$ cat config.mk
export PLATFORM = sky130hd
export DESIGN_NAME = div_mod_sequencer
export DESIGN_NICKNAME = d
export VERILOG_FILES = /design/src/rtl/div_mod_sequencer.sv
export SDC_FILE = /design/constraint.sdc
export NUM_CORES = 1
export LEC_CHECK = 0
export BUFFER_PORTS_ARGS = -buffer_cell sky130_fd_sc_hd__buf_4
export CAP_MARGIN = 20
export CORE_ASPECT_RATIO = 1.5
export CORE_UTILIZATION = 55
export DETAILED_ROUTE_END_ITERATION = 7
export MAX_ROUTING_LAYER = met4
export PLACE_DENSITY = 0.76
export SYNTH_ARGS = -nofsm -noshare
export SYNTH_HDL_FRONTEND = slang
export SYNTH_SLANG_ARGS = --single-unit
$ cat constraint.sdc
create_clock -name clk -period 4.05 [get_ports clk]
set_input_delay 0.2025 -clock clk [delete_from_list [all_inputs] [get_ports clk]]
set_output_delay 0.2025 -clock clk [all_outputs]
set_load 0.1 [all_outputs]
$ cat src/rtl/div_mod_sequencer.sv
// Multi-cycle unsigned restoring divider for DIV/MOD in the EXE stage.
// Produces one quotient bit per clock and stalls the pipeline until the result is ready.
//
// state | meaning
// ------+-------------------------------------------------------------
// IDLE  | waiting for a DIV/MOD request; accepts one when not flushed
// BUSY  | one restoring-division step per cycle, DATA_W steps in total
// DONE  | result_valid pulse; always returns to IDLE on the next cycle
module div_mod_sequencer #(
    parameter int DATA_W = 16,
    parameter int CNT_W  = 5
) (
    input  logic              clk,
    input  logic              rst,
    input  logic              op_div,
    input  logic              op_mod,
    input  logic              flush,
    input  logic [DATA_W-1:0] dividend,
    input  logic [DATA_W-1:0] divisor,
    output logic              stall,
    output logic [DATA_W-1:0] result,
    output logic              result_valid,
    output logic              div_by_zero
);

    typedef enum logic [1:0] {S_IDLE, S_BUSY, S_DONE} state_t;

    state_t            state_q, state_d;
    logic [CNT_W-1:0]  cnt_q, cnt_d;
    logic [DATA_W:0]   rem_q, rem_d;
    logic [DATA_W-1:0] quo_q, quo_d;
    logic [DATA_W-1:0] dvs_q, dvs_d;
    logic              op_sel_q, op_sel_d;
    logic              dbz_q, dbz_d;
    logic [DATA_W-1:0] result_q, result_d;

    logic              req;
    logic [DATA_W+1:0] shifted;
    logic [DATA_W+1:0] trial;
    logic              trial_neg;

    assign req = op_div | op_mod;

    // The remainder is kept one bit wider than the operands so the shift never drops a carry.
    assign shifted   = {rem_q, quo_q[DATA_W-1]};
    assign trial     = shifted - {2'b00, dvs_q};
    assign trial_neg = trial[DATA_W+1];

    always_comb begin
        state_d  = state_q;
        cnt_d    = cnt_q;
        rem_d    = rem_q;
        quo_d    = quo_q;
        dvs_d    = dvs_q;
        op_sel_d = op_sel_q;
        dbz_d    = dbz_q;
        result_d = result_q;
        stall    = 1'b0;

        case (state_q)
            S_IDLE: begin
                if (req && !flush) begin
                    stall    = 1'b1;
                    op_sel_d = op_mod;
                    dvs_d    = divisor;
                    if (divisor != '0) begin
                        state_d = S_BUSY;
                        cnt_d   = CNT_W'(DATA_W - 1);
                        rem_d   = '0;
                        quo_d   = dividend;
                    end else begin
                        state_d  = S_DONE;
                        quo_d    = '1;
                        rem_d    = {1'b0, dividend};
                        dbz_d    = 1'b1;
                        result_d = op_mod ? dividend : '1;
                    end
                end
            end
            S_BUSY: begin
                if (flush) begin
                    state_d = S_IDLE;
                end else begin
                    stall = 1'b1;
                    rem_d = trial_neg ? shifted[DATA_W:0] : trial[DATA_W:0];
                    quo_d = {quo_q[DATA_W-2:0], ~trial_neg};
                    if (cnt_q == '0) begin
                        state_d  = S_DONE;
                        dbz_d    = 1'b0;
                        result_d = op_sel_q ? rem_d[DATA_W-1:0] : quo_d;
                    end else begin
                        cnt_d = cnt_q - 1'b1;
                    end
                end
            end
            S_DONE: begin
                state_d = S_IDLE;
            end
            default: begin
                state_d = S_IDLE;
            end
        endcase
    end

    always_ff @(posedge clk) begin
        if (rst) begin
            state_q  <= S_IDLE;
            cnt_q    <= '0;
            rem_q    <= '0;
            quo_q    <= '0;
            dvs_q    <= '0;
            op_sel_q <= 1'b0;
            dbz_q    <= 1'b0;
            result_q <= '0;
        end else begin
            state_q  <= state_d;
            cnt_q    <= cnt_d;
            rem_q    <= rem_d;
            quo_q    <= quo_d;
            dvs_q    <= dvs_d;
            op_sel_q <= op_sel_d;
            dbz_q    <= dbz_d;
            result_q <= result_d;
        end
    end

    // A flush in the DONE cycle kills the pulse; the held result is simply never consumed.
    assign result_valid = (state_q == S_DONE) && !flush;
    assign result       = result_q;
    assign div_by_zero  = dbz_q;

endmodule

# Yosys cells after proc, flatten, opt, wreduce, memory -nomap -nowiden
# Index checks and enable logic that the tools add are counted.
[word_totals]
latchBits = 0
ff_bits = 74
out_inout_bits = 19
elab_cells = 67
rom_bits = 0
inputBits = 37
mem_bits_rw = 0
memories = 0
[classes]
div_mod_pow = 0
shifts = 0
bitwise = 2
add_sub_neg = 2
n_eq_ne = 9
mux = 34
reduce_logical = 12
magnitude_cmp = 0
mul = 0
[ops]
columns = ["op", "n"]
rows = [
  ["$mux W16", 10],
  ["$pmux W16 S2", 2],
  ["$mux W17", 3],
  ["$pmux W17 S2", 1],
  ["$mux W5", 4],
  ["$sub A18 B16 Y18", 1],
  ["$reduce_bool A16 Y1", 1],
  ["$ne A2 B2 Y1 const B", 6],
  ["$pmux W5 S2", 1],
  ["$reduce_and A5 Y1", 2],
  ["$mux W2", 4],
  ["$mux W1", 6],
  ["$logic_not A5 Y1", 1],
  ["$sub A5 B1 Y5 const B", 1],
  ["$pmux W1 S2", 2],
  ["$pmux W2 S2", 1],
  ["$reduce_and A2 Y1", 2],
  ["$ne A3 B3 Y1 const B", 1],
  ["$reduce_and A3 Y1", 1],
  ["$eq A2 B1 Y1 const B", 1],
  ["$eq A2 B2 Y1 const B", 1],
  ["$logic_and A1 B1 Y1", 2],
  ["$logic_not A2 Y1", 1],
  ["$reduce_bool A2 Y1", 1],
  ["3 further kinds", 3],
]

# Logic depth before layout (Yosys ltp)
# Gate-level depths: netlist of the first run.
[logic_depth]
ltp_word = 6
mapped_depth = 11
ltp_nobuf = 10

# Worst setup path before layout of the first run
# Ideal clock, no wire load.
[synth_timing]
path_kind = "reg-to-output"
start = "register state_q[1]"
end = "output result_valid"
arrival_ns = 2.550
t_required_ns = 3.848
slack_ns = 1.298
path_stages_with_launch = 2
n_path_buf = 0
path_cell_list = "dfxtp_1 -> nor3b_1"
[synth_via]
elab_chain_cells = 2
[synth_rtl]
columns = ["element", "line_no", "source"]
rows = [
  ["start, declared", "28", "state_t state_q, state_d;"],
  ["start signal, assigned", "116", "state_q <= state_d;"],
  ["$eq A2 B2 Y1", "128", "assign result_valid = (state_q == S_DONE) && !flush;"],
  ["$logic_and A1 B1 Y1", "128", ""],
  ["end, declared", "22", "output logic result_valid,"],
]
# Every way passes these cells.

# Worst setup path in the final report of the first run
[layout_timing]
start = "register rem_q[9]"
end = "register rem_q[8]"
[layout_via]
elab_chain_cells = 4
[layout_rtl]
columns = ["element", "line_no", "source"]
rows = [
  ["start, declared", "30", "logic [DATA_W:0] rem_q, rem_d;"],
  ["start signal, assigned", "118", "rem_q <= rem_d;"],
  ["$sub A18 B16 Y18", "46", "assign trial = shifted - {2'b00, dvs_q};"],
  ["$mux W17", "85", "rem_d = trial_neg ? shifted[DATA_W:0] : trial[DATA_W:0];"],
  ["$mux W17", "81", "if (flush) begin"],
  ["$pmux W17 S2", "60", "case (state_q)"],
]
# Every way passes these cells. The select of a mux whose other input is x is not followed.
# A chain may end at the register's enable or synchronous reset.

==> flow_summary.json, run 1 <==
{
  "r2r-start": "rem_q[9]",
  "overflow": 0,
  "setup_slack_ns": 0.481,
  "hold-path-cell-count": 3,
  "synth_seq_area_share_pct": 33.0,
  "num_vias": 4654,
  "max_freq_ghz": 0.280,
  "ant_nets": 0,
  "first_pass_iters": 5,
  "rsz0062_at_grt": "false",
  "setup_viol": 0,
  "drc": 0,
  "min_from": "divisor[8]",
  "utilization_pct": 65.7,
  "r2r_cells": 8,
  "drt_iter0_markers": 489,
  "ctsHoldBuffers": 0,
  "hold_end": "dvs_q[8]",
  "totalPowerFinal_mw": 2.36,
  "die_h_um": 113,
  "slew_headroom_pct": 28.2,
  "drv_cap": 0,
  "fillCellCount": 689,
  "ctsHtreeMaxLevel": 3,
  "cts_tree": "built",
  "port-buffer-count": 55,
  "status": "finished, final reports clean",
  "clockBufferDepth": 2,
  "slowest_delay_ns": 0.94,
  "antenna_cells": 0,
  "fin_crit_ns": 3.57,
  "regArea_mm2": 0.00148,
  "critPathTopFamily": "simple AND/OR/NAND/NOR gates",
  "place.gp.congestion": 0.904,
  "clockPowerShare_pct": 34.2,
  "yosys_warnings": 0,
  "syn_inst": 593,
  "multi_input_area_mm2": 0.00274,
  "finalHoldViolations": 0,
  "layout.nets": 685,
  "drv_slew": 0,
  "start_util_pct": 56.3,
  "startpoint_type": "flip-flop",
  "endpoint_kind": "flip-flop",
  "via_per_inst": 6.30,
  "swShare_pct": 33.8,
  "antenna_found_initial": 0,
  "internal-power_mw": 1.56,
  "synth_cell_type_count": 64,
  "dp_hpwl_mm": 8.87,
  "fin_crit_sh_pct": 88.1,
  "pwr-share-seq_pct": 34.9,
  "worst-setup-path-type": "flip-flop to flip-flop",
  "rr_endpoint": "rem_q[8]",
  "netlist_area_mm2": 0.00448,
  "syn_area_per_cell_um2": 7.56,
  "slowest_stage": "and3_1",
  "grtUsageTotal_pct": 31.9,
  "synth-seq-cells": 74,
  "numCtsBuffers": 9,
  "grt_max_degree": 80,
  "grt_pass1_vias": 4194,
  "die_area_mm2": 0.00852,
  "routed_wl_mm": 12.7,
  "cts_resized": 0,
  "clockRootBuffer": "clkbuf_16",
  "critical_path.cell_chain": "ha_1 > and4_1 > a21oi_1 > o21ai_1 > a221oi_2 > and3_1 > mux2i_1 > a2111oi_0",
  "power_leakage_nw": 2.11,
  "async_flop_share_pct": 0,
  "clkSinkCount": 74,
  "power_frac_comb_pct": 30.9,
  "tightest_slew_ns": 1.08,
  "synth_edf_count": 0,
  "finClkSkew_ns": 0.00452,
  "stdcell_area_mm2": 0.00523,
  "row_count": 40,
  "place_ws_ns": 0.694,
  "area_growth_pct": 16.6,
  "ir_drop_mv": 0.252,
  "path_clk_slew_ns": 0.05,
  "wl_per_cell_um": 17.2,
  "hold_class": "primary input to flip-flop",
  "r2r_slack_ns": 0.48,
  "arrival_ns": 3.78,
  "yosys_most_used_dff": "dfxtp_1",
  "io-pin-count": 56,
  "dpl_cell_area_mm2": 0.00493,
  "grt_pass1_wl_mm": 20.2,
  "core_area_mm2": 0.00796,
  "synth_nets": 649,
  "critical_path.max_fanout": 23,
  "finalSetupTns_ns": 0,
  "layout-drive-gt1-share_pct": 13.9,
  "cp_num_buf_inv": 0,
  "post-cts-setup-buffers": 0,
  "power.density_mw_per_mm2": 451,
  "dieWidth_um": 75.7,
  "cp.required_ns": 4.26,
  "p_switching_mw": 0.798,
  "clock_latency_ns": 0.34
}
## logic make-up (layout without fill, tap and decap cells)
| logic type | Yosys count | after routing | synth area share (%) |
|---|---|---|---|
| buf+inv | 65 | 106 | 5.94 |
| simple gates | 228 | 228 | 23.8 |
| fa+ha+maj | 19 | 19 | 5.47 |
| flops | 74 | 74 | 33.0 |
| xor+xnor | 8 | 8 | 1.56 |
| mux | 15 | 15 | 3.49 |
| compound gates | 184 | 184 | 26.7 |
## power groups by stage
| stage | Combinational [mW] | Sequential [mW] | Clock [mW] |
|---|---|---|---|
| 3_3_place_gp | 0.694 | 0.835 | 0 |
| 2_1_floorplan | 0.565 | 0.836 | 0 |
| 6_report | 0.728 | 0.824 | 0.807 |
| 4_1_cts | 0.719 | 0.822 | 0.810 |
| 3_5_place_dp | 0.715 | 0.837 | 0 |
| 5_1_grt | 0.795 | 0.830 | 0.840 |
## state kept, by name, indices dropped and copies added, names as in the netlist
register	flops
cnt_q	5
div_by_zero	1
dvs_q	16
op_sel_q	1
quo_q	16
rem_q	17
result	16
state_q	2
## tightest hold or removal path, stage by stage
cell and delay (ns):
buf_4 0.11, nand2_1 0.05, a21oi_1 0.05
## routing by layer
| metal | up-vias | track usage (%) | share of wire, % |
|---|---|---|---|
| li1 | 2218 | - | - |
| met1 | 2168 | 40.9 | 43 |
| met2 | 241 | 48.9 | 48 |
| met3 | 27 | 5.12 | 7.2 |
| met4 | 0 | 13.6 | 2.2 |
| met5 | - | - | 0 |
## per-stage QoR
stage               hold WS, ns  instances
floorplan                 0.338        593
global placement          0.443        723
detailed placement        0.448        723
CTS                       0.110        739
global route              0.121        739
finish                    0.113        739
## cell usage after synthesis, drive strengths merged (4+ instances only)
| cell type | count | area [um^2] |
|---|---|---|
| and2 | 8 | 50.1 |
| nand2b | 7 | 43.8 |
| buf | 8 | 52.5 |
| a221o | 4 | 40.0 |
| a211oi | 6 | 45.0 |
| nand3 | 12 | 60.1 |
| or3 | 8 | 50.1 |
| inv | 26 | 97.6 |
| mux2i | 13 | 130 |
| a31oi | 6 | 37.5 |
| ha | 18 | 225 |
| and3 | 7 | 43.8 |
| nor2 | 69 | 259 |
| o211ai | 5 | 37.5 |
| a21oi | 66 | 334 |
| dfxtp | 74 | 1480 |
| a21boi | 15 | 113 |
| a21o | 4 | 30.0 |
| xnor2 | 5 | 43.8 |
| clkbuf | 31 | 116 |
| o221ai | 7 | 61.3 |
| o21a | 5 | 37.5 |
| nor3 | 46 | 230 |
| nor4 | 5 | 31.3 |
| nand2 | 51 | 191 |
| o21ai | 32 | 160 |
| a2111oi | 4 | 35.0 |
## layout by cell type, fill, tap and decap left out, drive strengths merged, types with 8 or more instances in the layout
cell    instances
nand3          12
a21boi         15
ha             18
nand2          51
and2            8
clkbuf         15
buf            64
dfxtp          74
o21ai          32
nor3           46
nor2           69
or3             8
a21oi          66
inv            26
mux2i          13
## cell type report
type	count	share of cell area (%)
Clock buffer	15	5.70
Clock inverter	1	0.0957
Inverter	26	1.87
Multi-Input combinational cell	454	52.3
Sequential cell	74	28.3
Tap cell	105	2.51
Timing Repair Buffer	64	9.19
## worst max path at each step
stage	from	slack, ns	cells past startpoint	end
2_1_floorplan	state_q[1]	1.30	1	result_valid
3_3_place_gp	dvs_q[10]	0.90	9	rem_q[8]
3_5_place_dp	rem_q[9]	0.69	8	rem_q[7]
4_1_cts	rem_q[9]	0.57	8	rem_q[7]
5_1_grt	rem_q[9]	0.17	8	rem_q[7]
6_report	rem_q[9]	0.48	8	rem_q[8]
No activity file was read; power rests on OpenSTA's default activity.
==> run 2: changes to the inputs <==
--- a/config.mk
+++ b/config.mk
@@ -12,6 +12,7 @@
 export DETAILED_ROUTE_END_ITERATION = 7
 export MAX_ROUTING_LAYER = met4
 export PLACE_DENSITY = 0.76
+export RECOVER_POWER = 50
 export SYNTH_ARGS = -nofsm -noshare
 export SYNTH_HDL_FRONTEND = slang
 export SYNTH_SLANG_ARGS = --single-unit
==> flow_summary.json, run 2 (same netlist as run 1, synthesis figures left out) <==
{
  "status": "finished, violations left",
  "violations": "max-capacitance violations, max-slew violations",
  "row_count": 40,
  "hold_end": "dvs_q[8]",
  "max_freq_ghz": 0.280,
  "dpl_cell_area_mm2": 0.00493,
  "rr_endpoint": "rem_q[8]",
  "grt_max_degree": 80,
  "layout-drive-gt1-share_pct": 10.6,
  "start_util_pct": 56.3,
  "stdcell_area_mm2": 0.00515,
  "clockBufferDepth": 2,
  "clockPowerShare_pct": 34.2,
  "grtUsageTotal_pct": 31.9,
  "dp_hpwl_mm": 8.87,
  "min_from": "divisor[8]",
  "r2r_slack_ns": 0.48,
  "fin_crit_sh_pct": 88.1,
  "ctsHoldBuffers": 0,
  "path_clk_slew_ns": 0.05,
  "first_pass_iters": 6,
  "swShare_pct": 33.8,
  "r2r_cells": 8,
  "die_area_mm2": 0.00852,
  "post-cts-setup-buffers": 0,
  "internal-power_mw": 1.56,
  "antenna_cells": 0,
  "drv_cap": 1,
  "final_cell_mix": "dfxtp_1 (74), nor2_1 (69), a21oi_1 (65)",
  "pwr-share-seq_pct": 35.0,
  "slew_headroom_pct": -15.9,
  "antenna_found_initial": 0,
  "grt_pass1_wl_mm": 20.2,
  "num_vias": 4665,
  "arrival_ns": 3.78,
  "rsz0062_at_grt": "false",
  "r2r-start": "rem_q[9]",
  "fin_crit_ns": 3.57,
  "clock_latency_ns": 0.35,
  "p_switching_mw": 0.797,
  "critical_path.max_fanout": 23,
  "overflow": 0,
  "wl_per_cell_um": 17.2,
  "io-pin-count": 56,
  "largest-register": "rem_q",
  "power_leakage_nw": 2.03,
  "crit_path_start": "rem_q[9]",
  "ctsHtreeMaxLevel": 3,
  "power.density_mw_per_mm2": 457,
  "slowest_stage": "and3_1",
  "numCtsBuffers": 9,
  "finalHoldViolations": 0,
  "ant_nets": 0,
  "clockRootBuffer": "clkbuf_16",
  "endpoint_kind": "flip-flop",
  "layout.nets": 685,
  "hold-path-cell-count": 3,
  "power_frac_comb_pct": 30.8,
  "place.gp.congestion": 0.904,
  "finClkSkew_ns": 0.00469,
  "area_growth_pct": 14.9,
  "clkSinkCount": 74,
  "setup_viol": 0,
  "finalSetupTns_ns": 0,
  "drv_slew": 41,
  "worst-setup-path-type": "flip-flop to flip-flop",
  "grt_pass1_vias": 4194,
  "cts_resized": 0,
  "ir_drop_mv": 0.252,
  "hold_class": "primary input to flip-flop",
  "drc": 0,
  "routed_wl_mm": 12.7,
  "layout_commonest_cell": "dfxtp_1",
  "core_area_mm2": 0.00796,
  "via_per_inst": 6.31,
  "startpoint_type": "flip-flop",
  "cts_tree": "built",
  "critical_path.cell_chain": "ha_1 > and4_1 > a21oi_1 > o21ai_1 > a221oi_2 > and3_1 > mux2i_1 > a2111oi_0",
  "port-buffer-count": 55,
  "cp.required_ns": 4.26,
  "largest_reg_flops": 17,
  "drt_iter0_markers": 512,
  "slowest_delay_ns": 0.94,
  "die_h_um": 113,
  "dieWidth_um": 75.7,
  "tightest_slew_ns": 1.74
}
run 2: cell types whose count changed in the layout (fill, tap and decap cells not counted), sizes merged:
| cell | before | now |
|---|---|---|
| buf | 64 | 43 |
| clkbuf | 15 | 36 |
run 2: worst max-delay path, delay by kind of cell, from the launching register on:
kind	cells	cell delay, ns
muxes	1	0.23
DFF	1	0.35
and+or+nand+nor	2	1.22
AOI/OAI and AO/OA	4	1.22
adders and majority gates	1	0.40
run 2: area by class of cell:
class | count | area, um^2
clock buffers | 15 | 298
clock inverters | 1 | 5.00
fillers | 709 | 2810
inverters | 26 | 97.6
multi-input cells | 454 | 2740
flip-flops and latches | 74 | 1480
well taps | 105 | 131
repair buffers | 64 | 402
run 2: metal layers:
layer / GRT usage (%) / part of all wire, %
met5: - / 0
met4: 13.6 / 2.5
met1: 40.9 / 43
met3: 5.12 / 6.5
met2: 48.9 / 48
run 2: worst max-delay path by stage:
stage | to | slack, ns | depth (start not counted)
floorplan | result_valid | 1.30 | 1
global placement | rem_q[8] | 0.90 | 9
finish | rem_q[8] | 0.48 | 8
CTS | rem_q[7] | 0.57 | 8
global route | rem_q[7] | 0.17 | 8
detailed placement | rem_q[7] | 0.69 | 8
run 2: metrics by stage:
stage / hold slack [ns] / std cells / utilization [%] / total power, mW / worst slack, ns
floorplan: 0.338 / 593 / - / 1.40 / 1.30
global placement: 0.443 / 723 / 61.9 / 1.53 / 0.901
detailed placement: 0.448 / 723 / 61.9 / 1.55 / 0.694
CTS: 0.110 / 739 / 65.7 / 2.35 / 0.567
global route: 0.121 / 739 / 64.7 / 2.46 / 0.171
finish: 0.113 / 739 / 64.7 / 2.36 / 0.480
run 2: power by group through the flow:
stage / Sequential [mW] / Combinational (mW) / Clock (mW)
after floorplan: 0.836 / 0.565 / 0
after global placement: 0.835 / 0.694 / 0
after detailed placement: 0.837 / 0.715 / 0
after CTS: 0.822 / 0.719 / 0.810
after global routing: 0.830 / 0.792 / 0.840
final: 0.824 / 0.726 / 0.806
